<file path="src/rtl/router_pkg.sv">
// ---------------------------------------------------------------------------
// router_pkg
// Shared definitions for the 1x3 router ingress packet controller:
//   - NUM_PORTS_C  : number of output FIFOs
//   - ADDR_DROP_C  : header address value that is never routed
//   - TIMEOUT_C    : watchdog limit (cycles of unread valid data)
//   - ST_* / state_t : packet FSM state encodings
//   - busy_state() : source back-pressure decode of a state
// Used by router_pkt_ctrl and router_sync_wdog.
// ---------------------------------------------------------------------------
package router_pkg;

  localparam int         NUM_PORTS_C = 3;
  localparam logic [1:0] ADDR_DROP_C = 2'b11;
  localparam int         TIMEOUT_C   = 30;

  // Raw encodings kept as plain constants so legacy code comparing against
  // bare 3-bit values keeps working.
  localparam logic [2:0] ST_DECODE_ADDRESS     = 3'd0;
  localparam logic [2:0] ST_LOAD_FIRST_DATA    = 3'd1;
  localparam logic [2:0] ST_LOAD_DATA          = 3'd2;
  localparam logic [2:0] ST_LOAD_PARITY        = 3'd3;
  localparam logic [2:0] ST_FIFO_FULL_STATE    = 3'd4;
  localparam logic [2:0] ST_LOAD_AFTER_FULL    = 3'd5;
  localparam logic [2:0] ST_WAIT_TILL_EMPTY    = 3'd6;
  localparam logic [2:0] ST_CHECK_PARITY_ERROR = 3'd7;

  typedef enum logic [2:0] {
    DECODE_ADDRESS     = ST_DECODE_ADDRESS,
    LOAD_FIRST_DATA    = ST_LOAD_FIRST_DATA,
    LOAD_DATA          = ST_LOAD_DATA,
    LOAD_PARITY        = ST_LOAD_PARITY,
    FIFO_FULL_STATE    = ST_FIFO_FULL_STATE,
    LOAD_AFTER_FULL    = ST_LOAD_AFTER_FULL,
    WAIT_TILL_EMPTY    = ST_WAIT_TILL_EMPTY,
    CHECK_PARITY_ERROR = ST_CHECK_PARITY_ERROR
  } state_t;

  // The source may only advance in the two states that consume a byte
  // straight from data_in: header decode and payload streaming.
  function automatic logic busy_state(input state_t s);
    return !((s == DECODE_ADDRESS) || (s == LOAD_DATA));
  endfunction

endpackage

</file>
<file path="src/rtl/router_sync_wdog.sv">
// ---------------------------------------------------------------------------
// router_sync_wdog
// Port-side helper for the router packet controller:
//   - latches the destination address of the current packet
//   - decodes the one-hot FIFO write enable from the FSM write request
//   - produces vld_out = ~fifo_empty per port
//   - selects full/empty/soft-reset of the latched port for the FSM
//   - per-port watchdog raising a one-cycle soft_reset when a port holds
//     valid data unread for TIMEOUT cycles
// Build option: ROUTER_CTRL_WATCHDOG_EN builds the watchdog counters; when
// undefined soft_reset_o is tied low.
// Ports:
//   clock, reset       clock and synchronous active-high reset
//   latch_addr_i       capture hdr_addr_i into the address register
//   hdr_addr_i         header address from the source byte
//   write_req_i        FSM wants a FIFO write this cycle
//   fifo_full_i/empty_i/read_enb_i  per-port FIFO status and read strobes
//   addr_o             latched destination port
//   write_enb_o        one-hot FIFO write enables
//   vld_out_o          per-port data-available flags
//   soft_reset_o       per-port one-cycle soft reset pulses
//   full_sel_o, empty_sel_o, srst_sel_o  status of the latched port
// ---------------------------------------------------------------------------
module router_sync_wdog
  import router_pkg::*;
#(
  parameter int NUM_PORTS = NUM_PORTS_C,
  parameter int TIMEOUT   = TIMEOUT_C
) (
  input  logic                 clock,
  input  logic                 reset,
  input  logic                 latch_addr_i,
  input  logic [1:0]           hdr_addr_i,
  input  logic                 write_req_i,
  input  logic [NUM_PORTS-1:0] fifo_full_i,
  input  logic [NUM_PORTS-1:0] fifo_empty_i,
  input  logic [NUM_PORTS-1:0] read_enb_i,
  output logic [1:0]           addr_o,
  output logic [NUM_PORTS-1:0] write_enb_o,
  output logic [NUM_PORTS-1:0] vld_out_o,
  output logic [NUM_PORTS-1:0] soft_reset_o,
  output logic                 full_sel_o,
  output logic                 empty_sel_o,
  output logic                 srst_sel_o
);

  logic [1:0] addr_q;
  logic [1:0] addr_d;

  assign addr_d = latch_addr_i ? hdr_addr_i : addr_q;

  always_ff @(posedge clock) begin
    if (reset) begin
      addr_q <= 2'b00;
    end else begin
      addr_q <= addr_d;
    end
  end

  assign addr_o = addr_q;

  genvar gi;
  generate
    for (gi = 0; gi < NUM_PORTS; gi++) begin : g_port
      // Only the latched port is ever enabled, so at most one bit is set.
      assign write_enb_o[gi] = write_req_i && (addr_q == 2'(gi));
      assign vld_out_o[gi]   = ~fifo_empty_i[gi];
    end
  endgenerate

  always_comb begin
    full_sel_o  = 1'b0;
    empty_sel_o = 1'b0;
    srst_sel_o  = 1'b0;
    for (int k = 0; k < NUM_PORTS; k++) begin
      if (addr_q == 2'(k)) begin
        full_sel_o  = fifo_full_i[k];
        empty_sel_o = fifo_empty_i[k];
        srst_sel_o  = soft_reset_o[k];
      end
    end
  end

`ifdef ROUTER_CTRL_WATCHDOG_EN
  localparam int CW = (TIMEOUT > 1) ? $clog2(TIMEOUT) : 1;

  generate
    for (gi = 0; gi < NUM_PORTS; gi++) begin : g_wdog
      logic [CW-1:0] cnt_q;
      logic [CW-1:0] cnt_d;
      logic          pulse_q;
      logic          pulse_d;

      // A read (or an empty FIFO) always restarts the count, including on
      // the terminal cycle, so a late read suppresses the pulse.
      always_comb begin
        cnt_d   = cnt_q + 1'b1;
        pulse_d = 1'b0;
        if (read_enb_i[gi] || !vld_out_o[gi]) begin
          cnt_d = '0;
        end else if (cnt_q == CW'(TIMEOUT - 1)) begin
          cnt_d   = '0;
          pulse_d = 1'b1;
        end
      end

      always_ff @(posedge clock) begin
        if (reset) begin
          cnt_q   <= '0;
          pulse_q <= 1'b0;
        end else begin
          cnt_q   <= cnt_d;
          pulse_q <= pulse_d;
        end
      end

      assign soft_reset_o[gi] = pulse_q;
    end
  endgenerate
`else
  logic unused_wdog;
  assign unused_wdog  = ^{read_enb_i, 32'(TIMEOUT)};
  assign soft_reset_o = '0;
`endif

endmodule

</file>
<file path="src/rtl/router_pkt_ctrl.sv">
// ---------------------------------------------------------------------------
// router_pkt_ctrl
// Packet-level controller for the 1x3 router ingress. Decodes the header
// address, sequences header/payload/parity writes into the selected output
// FIFO, stalls while that FIFO is full and (optionally) runs the per-output
// soft-reset watchdog through router_sync_wdog.
// Build option: ROUTER_CTRL_WATCHDOG_EN enables the watchdog and the
// "soft reset of the active port aborts the packet" transition. Undefined:
// soft_reset is tied low and the FSM ignores it.
// Ports:
//   clock, reset        single clock, synchronous active-high reset
//   pkt_valid, data_in  source interface (header address = data_in[1:0])
//   parity_done         register block captured the parity byte
//   low_pkt_valid       pkt_valid fell while stalled on a full FIFO
//   fifo_full/empty     per-FIFO status
//   read_enb            per-FIFO destination read strobe
//   write_enb           one-hot FIFO write enable
//   ifd_state           header-write marker (FIFO data bit 8)
//   soft_reset          per-FIFO one-cycle soft reset
//   vld_out             ~fifo_empty per port
//   fifo_full_sel       full flag of the latched port
//   busy                source must hold its byte
//   detect_add, ld_state, laf_state, full_state, lp_state, rst_int_reg
//                       state decodes for the register/parity block
// All outputs are decodes of the state register (plus selected FIFO status).
// ---------------------------------------------------------------------------
module router_pkt_ctrl
  import router_pkg::*;
#(
  parameter int NUM_PORTS = NUM_PORTS_C,
  parameter int TIMEOUT   = TIMEOUT_C
) (
  input  logic                 clock,
  input  logic                 reset,
  input  logic                 pkt_valid,
  input  logic [7:0]           data_in,
  input  logic                 parity_done,
  input  logic                 low_pkt_valid,
  input  logic [NUM_PORTS-1:0] fifo_full,
  input  logic [NUM_PORTS-1:0] fifo_empty,
  input  logic [NUM_PORTS-1:0] read_enb,
  output logic [NUM_PORTS-1:0] write_enb,
  output logic                 ifd_state,
  output logic [NUM_PORTS-1:0] soft_reset,
  output logic [NUM_PORTS-1:0] vld_out,
  output logic                 fifo_full_sel,
  output logic                 busy,
  output logic                 detect_add,
  output logic                 ld_state,
  output logic                 laf_state,
  output logic                 full_state,
  output logic                 lp_state,
  output logic                 rst_int_reg
);

  state_t     state_q;
  state_t     state_d;

  logic [1:0] hdr_addr;
  logic       hdr_valid;
  logic       hdr_empty;
  logic       latch_addr;
  logic       write_req;
  logic [1:0] addr_sel;
  logic       full_sel;
  logic       empty_sel;
  logic       srst_sel;

  // Only the two address bits of the source byte matter here.
  logic unused_data;
  assign unused_data = ^data_in[7:2];

  assign hdr_addr  = data_in[1:0];
  assign hdr_valid = (hdr_addr != ADDR_DROP_C) && (32'(hdr_addr) < NUM_PORTS);

  // Empty flag of the port named by the header byte currently on data_in,
  // needed before the address register has been loaded.
  always_comb begin
    hdr_empty = 1'b0;
    for (int k = 0; k < NUM_PORTS; k++) begin
      if (hdr_addr == 2'(k)) begin
        hdr_empty = fifo_empty[k];
      end
    end
  end

  assign latch_addr = detect_add && pkt_valid && hdr_valid;

  // --------------------------------------------------------------------
  // Next-state logic
  // --------------------------------------------------------------------
  always_comb begin
    state_d = state_q;
    case (state_q)
      DECODE_ADDRESS: begin
        if (pkt_valid && hdr_valid) begin
          state_d = hdr_empty ? LOAD_FIRST_DATA : WAIT_TILL_EMPTY;
        end
      end
      WAIT_TILL_EMPTY: begin
        if (empty_sel) begin
          state_d = LOAD_FIRST_DATA;
        end
      end
      LOAD_FIRST_DATA: begin
        state_d = LOAD_DATA;
      end
      LOAD_DATA: begin
        if (full_sel) begin
          state_d = FIFO_FULL_STATE;
        end else if (!pkt_valid) begin
          state_d = LOAD_PARITY;
        end
      end
      FIFO_FULL_STATE: begin
        if (!full_sel) begin
          state_d = LOAD_AFTER_FULL;
        end
      end
      LOAD_AFTER_FULL: begin
        if (parity_done) begin
          state_d = DECODE_ADDRESS;
        end else if (low_pkt_valid) begin
          state_d = LOAD_PARITY;
        end else begin
          state_d = LOAD_DATA;
        end
      end
      LOAD_PARITY: begin
        state_d = CHECK_PARITY_ERROR;
      end
      CHECK_PARITY_ERROR: begin
        state_d = full_sel ? FIFO_FULL_STATE : DECODE_ADDRESS;
      end
      default: begin
        state_d = DECODE_ADDRESS;
      end
    endcase
`ifdef ROUTER_CTRL_WATCHDOG_EN
    // A soft reset of the active FIFO discards the packet in flight.
    if (srst_sel) begin
      state_d = DECODE_ADDRESS;
    end
`endif
  end

`ifndef ROUTER_CTRL_WATCHDOG_EN
  logic unused_srst;
  assign unused_srst = srst_sel;
`endif

  always_ff @(posedge clock) begin
    if (reset) begin
      state_q <= DECODE_ADDRESS;
    end else begin
      state_q <= state_d;
    end
  end

  // --------------------------------------------------------------------
  // State decodes
  // --------------------------------------------------------------------
  assign detect_add  = (state_q == DECODE_ADDRESS);
  assign ifd_state   = (state_q == LOAD_FIRST_DATA);
  assign ld_state    = (state_q == LOAD_DATA);
  assign laf_state   = (state_q == LOAD_AFTER_FULL);
  assign full_state  = (state_q == FIFO_FULL_STATE);
  assign lp_state    = (state_q == LOAD_PARITY);
  assign rst_int_reg = (state_q == CHECK_PARITY_ERROR);
  assign busy        = busy_state(state_q);

  // Streaming payload must pause the same cycle the FIFO reports full.
  assign write_req = ifd_state || (ld_state && !full_sel) || lp_state || laf_state;

  assign fifo_full_sel = full_sel;

  router_sync_wdog #(
    .NUM_PORTS (NUM_PORTS),
    .TIMEOUT   (TIMEOUT)
  ) u_sync_wdog (
    .clock        (clock),
    .reset        (reset),
    .latch_addr_i (latch_addr),
    .hdr_addr_i   (hdr_addr),
    .write_req_i  (write_req),
    .fifo_full_i  (fifo_full),
    .fifo_empty_i (fifo_empty),
    .read_enb_i   (read_enb),
    .addr_o       (addr_sel),
    .write_enb_o  (write_enb),
    .vld_out_o    (vld_out),
    .soft_reset_o (soft_reset),
    .full_sel_o   (full_sel),
    .empty_sel_o  (empty_sel),
    .srst_sel_o   (srst_sel)
  );

  // The latched address is consumed inside the helper; kept visible here
  // for debug probing only.
  logic unused_addr;
  assign unused_addr = ^addr_sel;

endmodule

</file>
<file path="config.mk">
export PLATFORM = sky130hd
export DESIGN_NAME = router_pkt_ctrl
export DESIGN_NICKNAME = d
export VERILOG_FILES = /design/src/rtl/router_pkg.sv /design/src/rtl/router_sync_wdog.sv /design/src/rtl/router_pkt_ctrl.sv
export SDC_FILE = /design/constraint.sdc
export NUM_CORES = 1
export LEC_CHECK = 0
export CAP_MARGIN = 20
export CORE_MARGIN = 2
export CORE_UTILIZATION = 29
export CTS_CLUSTER_SIZE = 16
export DETAILED_ROUTE_END_ITERATION = 7
export MAX_ROUTING_LAYER = met4
export PLACE_DENSITY = 0.74
export SLEW_MARGIN = 10
export SYNTH_ARGS = -nofsm -noshare
export SYNTH_HDL_FRONTEND = slang
export SYNTH_SLANG_ARGS = --single-unit
</file>
<file path="constraint.sdc">
create_clock -name clock -period 1.8 [get_ports clock]
set_clock_uncertainty 0.2 [all_clocks]
set_input_delay 0.45 -clock clock [delete_from_list [all_inputs] [get_ports clock]]
set_output_delay 0.45 -clock clock [all_outputs]
set_load 0.05 [all_outputs]
</file>
==> metrics.txt <==
clock buffer depth=2; core area=0.00169 mm2; area of the multi-input gates=515 um2; number of buffers created by CTS=3; post-synth top area cell=dfxtp_1; largest family of logic cells by synthesized area=simple AND/OR/NAND/NOR gates; Tcrit/Tclk final=1.23; sequential cell area=115 um2; Fillers=82; post-route ant nets=0; sequential share of the synthesized area=0.196; initial antenna violation count=0; Initial Util=0.303; vias in the first global route=709; P_sw=1270 uW; DRT iter0 DRCs=22; first-pass GRT wire length=3.33 mm; WHS=436 ps; largest net degree at the start of global routing=7; Synth top cells by count=nor2_1, inv_1, nand2_1; Die X=46.0 um; unrepaired setup endpoints after global routing=yes; syn_area_per_cell=7.11 um2; r2r startpoint=u_sync_wdog.addr_o[1]; setup violators final=13; EDFF count, synth=0; most common flop cell mapped by yosys=dfxtp_1; leakage=0.000596 uW; Placed Cells=123; failing checks=setup timing; top cell type's share of synthesized area=0.196; post-route cell area=0.00141 mm2; maxcap violations=0; Synth Area in XOR/XNOR=0.0171; Post-Place Cell Area=0.00109 mm2; die height=46.0 um; switch share=0.462; post-synthesis cell area=512 um2; DRC=0; register share of total power=0.086; compound-gate portion of the synthesized area=0.227; fmax=0.452 GHz; hold_sp=state_q[2]; Net count, final=152; maximum VDD drop=1.13 mV; fin cells=146; TritonCTS clock tree=built; clk_lat worst skew=250 ps; YS warnings=0; PortBufs=27; Worst EP arrival=1560 ps; kind of critical path=flop to output port; Setup crit start kind=flop; Area contributors post-synth=dfxtp_1, nor2_1, inv_1; Synth Instances=72; final worst slack=-412 ps; share of power burned in the clock network=0.049; mux share of post-synthesis cell area=0.0391; Internal=1480 uW; crit path time final=2210 ps; status=finished, violations left; CP Data Required Time=1150 ps; Slew Limit Fails=0; Detailed Route WL=2.32 mm; vias per inst=5.14; Async SR Flop Fraction=0; Die ar.=0.00212 mm2; final hold vios=0; Post-DP HPWL=1.28 mm; via count=750; # rows=15; Hold Crit Class=flop to flop; Clk pin slew, worst setup/hold paths=40 ps; Simple-Gate Fraction of Synth Area=0.315; clock sink total=5; pre-CTS WS=-775 ps; crit path launch=u_sync_wdog.addr_o[1]; DR WL/cell=15.9 um; Area Growth Syn to Fin=175%; Cell variety after synth=32; area share of fa/ha/maj cells after synthesis=0.0220; GP Congestion=0.818; crit path max fanout=3; global route overflow=0; share of cells above drive strength 1=0.620; antenna cells=0; count leader, synth=nor2_1; Root Buffer=clkbuf_4; IO Count=40; first drt pass iteration count=4; PD cells=1960 mW/mm2; crit end category=output port; Comb power frac=0.865; Total GRT Usage=0.235; htree depth=1; Yosys reg bits=5
## per-layer routing
metal,up-vias,routed length [um],track usage
met5,-,0,-
met4,0,56,0.0743
met3,6,138,0.0595
met2,36,1250,0.403
met1,352,869,0.264
li1,356,-,-
## layout by cell type, fill, tap and decap left out, drive strengths merged, types with 2 or more instances in the layout
master	instances
nand2	6
dfxtp	5
nor2	10
o21ai	3
clkbuf	4
o221ai	2
nor3b	3
buf	47
clkdlybuf4s15	2
dlygate4sd2	4
mux2i	2
nor3	5
clkdlybuf4s50	6
a21oi	2
conb	3
nand2b	2
and3	2
inv	7
## sequential cells by signal, summed over array words and instances (netlist names)
register,flops
u_sync_wdog.addr_o,2
state_q,3
## path summary, 6_finish.rpt
path / endpoint / slack (ps) / depth (start not counted)
max: write_enb[0] / -410 / 6
min: state_q[2] / 440 / 2
max reg2reg: state_q[2] / -180 / 7
min reg2reg: state_q[2] / 440 / 2
## kinds of logic after synthesis
group / Yosys count
mux: 2
buf+inv: 16
compound gates: 14
simple gates: 32
flops: 5
other cells: 1
fa+ha+maj: 1
xor+xnor: 1
## through the flow
step | power [uW] | util | setup TNS (ps)
floorplan | 1220 | - | -1860
global placement | 1870 | 0.644 | -3860
detailed placement | 1900 | 0.644 | -4060
CTS | 2460 | 0.774 | -2280
global route | 2860 | 0.833 | -2970
finish | 2760 | 0.833 | -2320
## power by group through the flow
stage,sequential (uW),combinational [uW],clock (uW)
2_1_floorplan,182,1040,0
3_3_place_gp,209,1660,0
3_5_place_dp,216,1680,0
4_1_cts,224,2100,135
5_1_grt,241,2470,146
6_report,237,2380,135
## critical path: stages, from the launching register on
cell      delay (ps)
dfxtp_4          360
mux2i_4          240
o21ai_4           80
o21bai_4         150
nand2_4          100
nor3_4           220
buf_12           160
## area by class of cell
type	count	share of cell area
multi-input cells	53	0.367
inverters	8	0.0240
clock buffers	4	0.0187
flip-flops and latches	5	0.0819
well taps	17	0.0151
repair buffers	59	0.494
## what timing repair did
item / in CTS / in global routing
pin swaps: 13 / 7
resized for setup: 35 / 7
cloned: 0 / 0
setup endpoints to repair: 18 / 15
hold buffers: 0 / 0
setup buffers: 11 / 9
(Power assumes the default switching activity.)
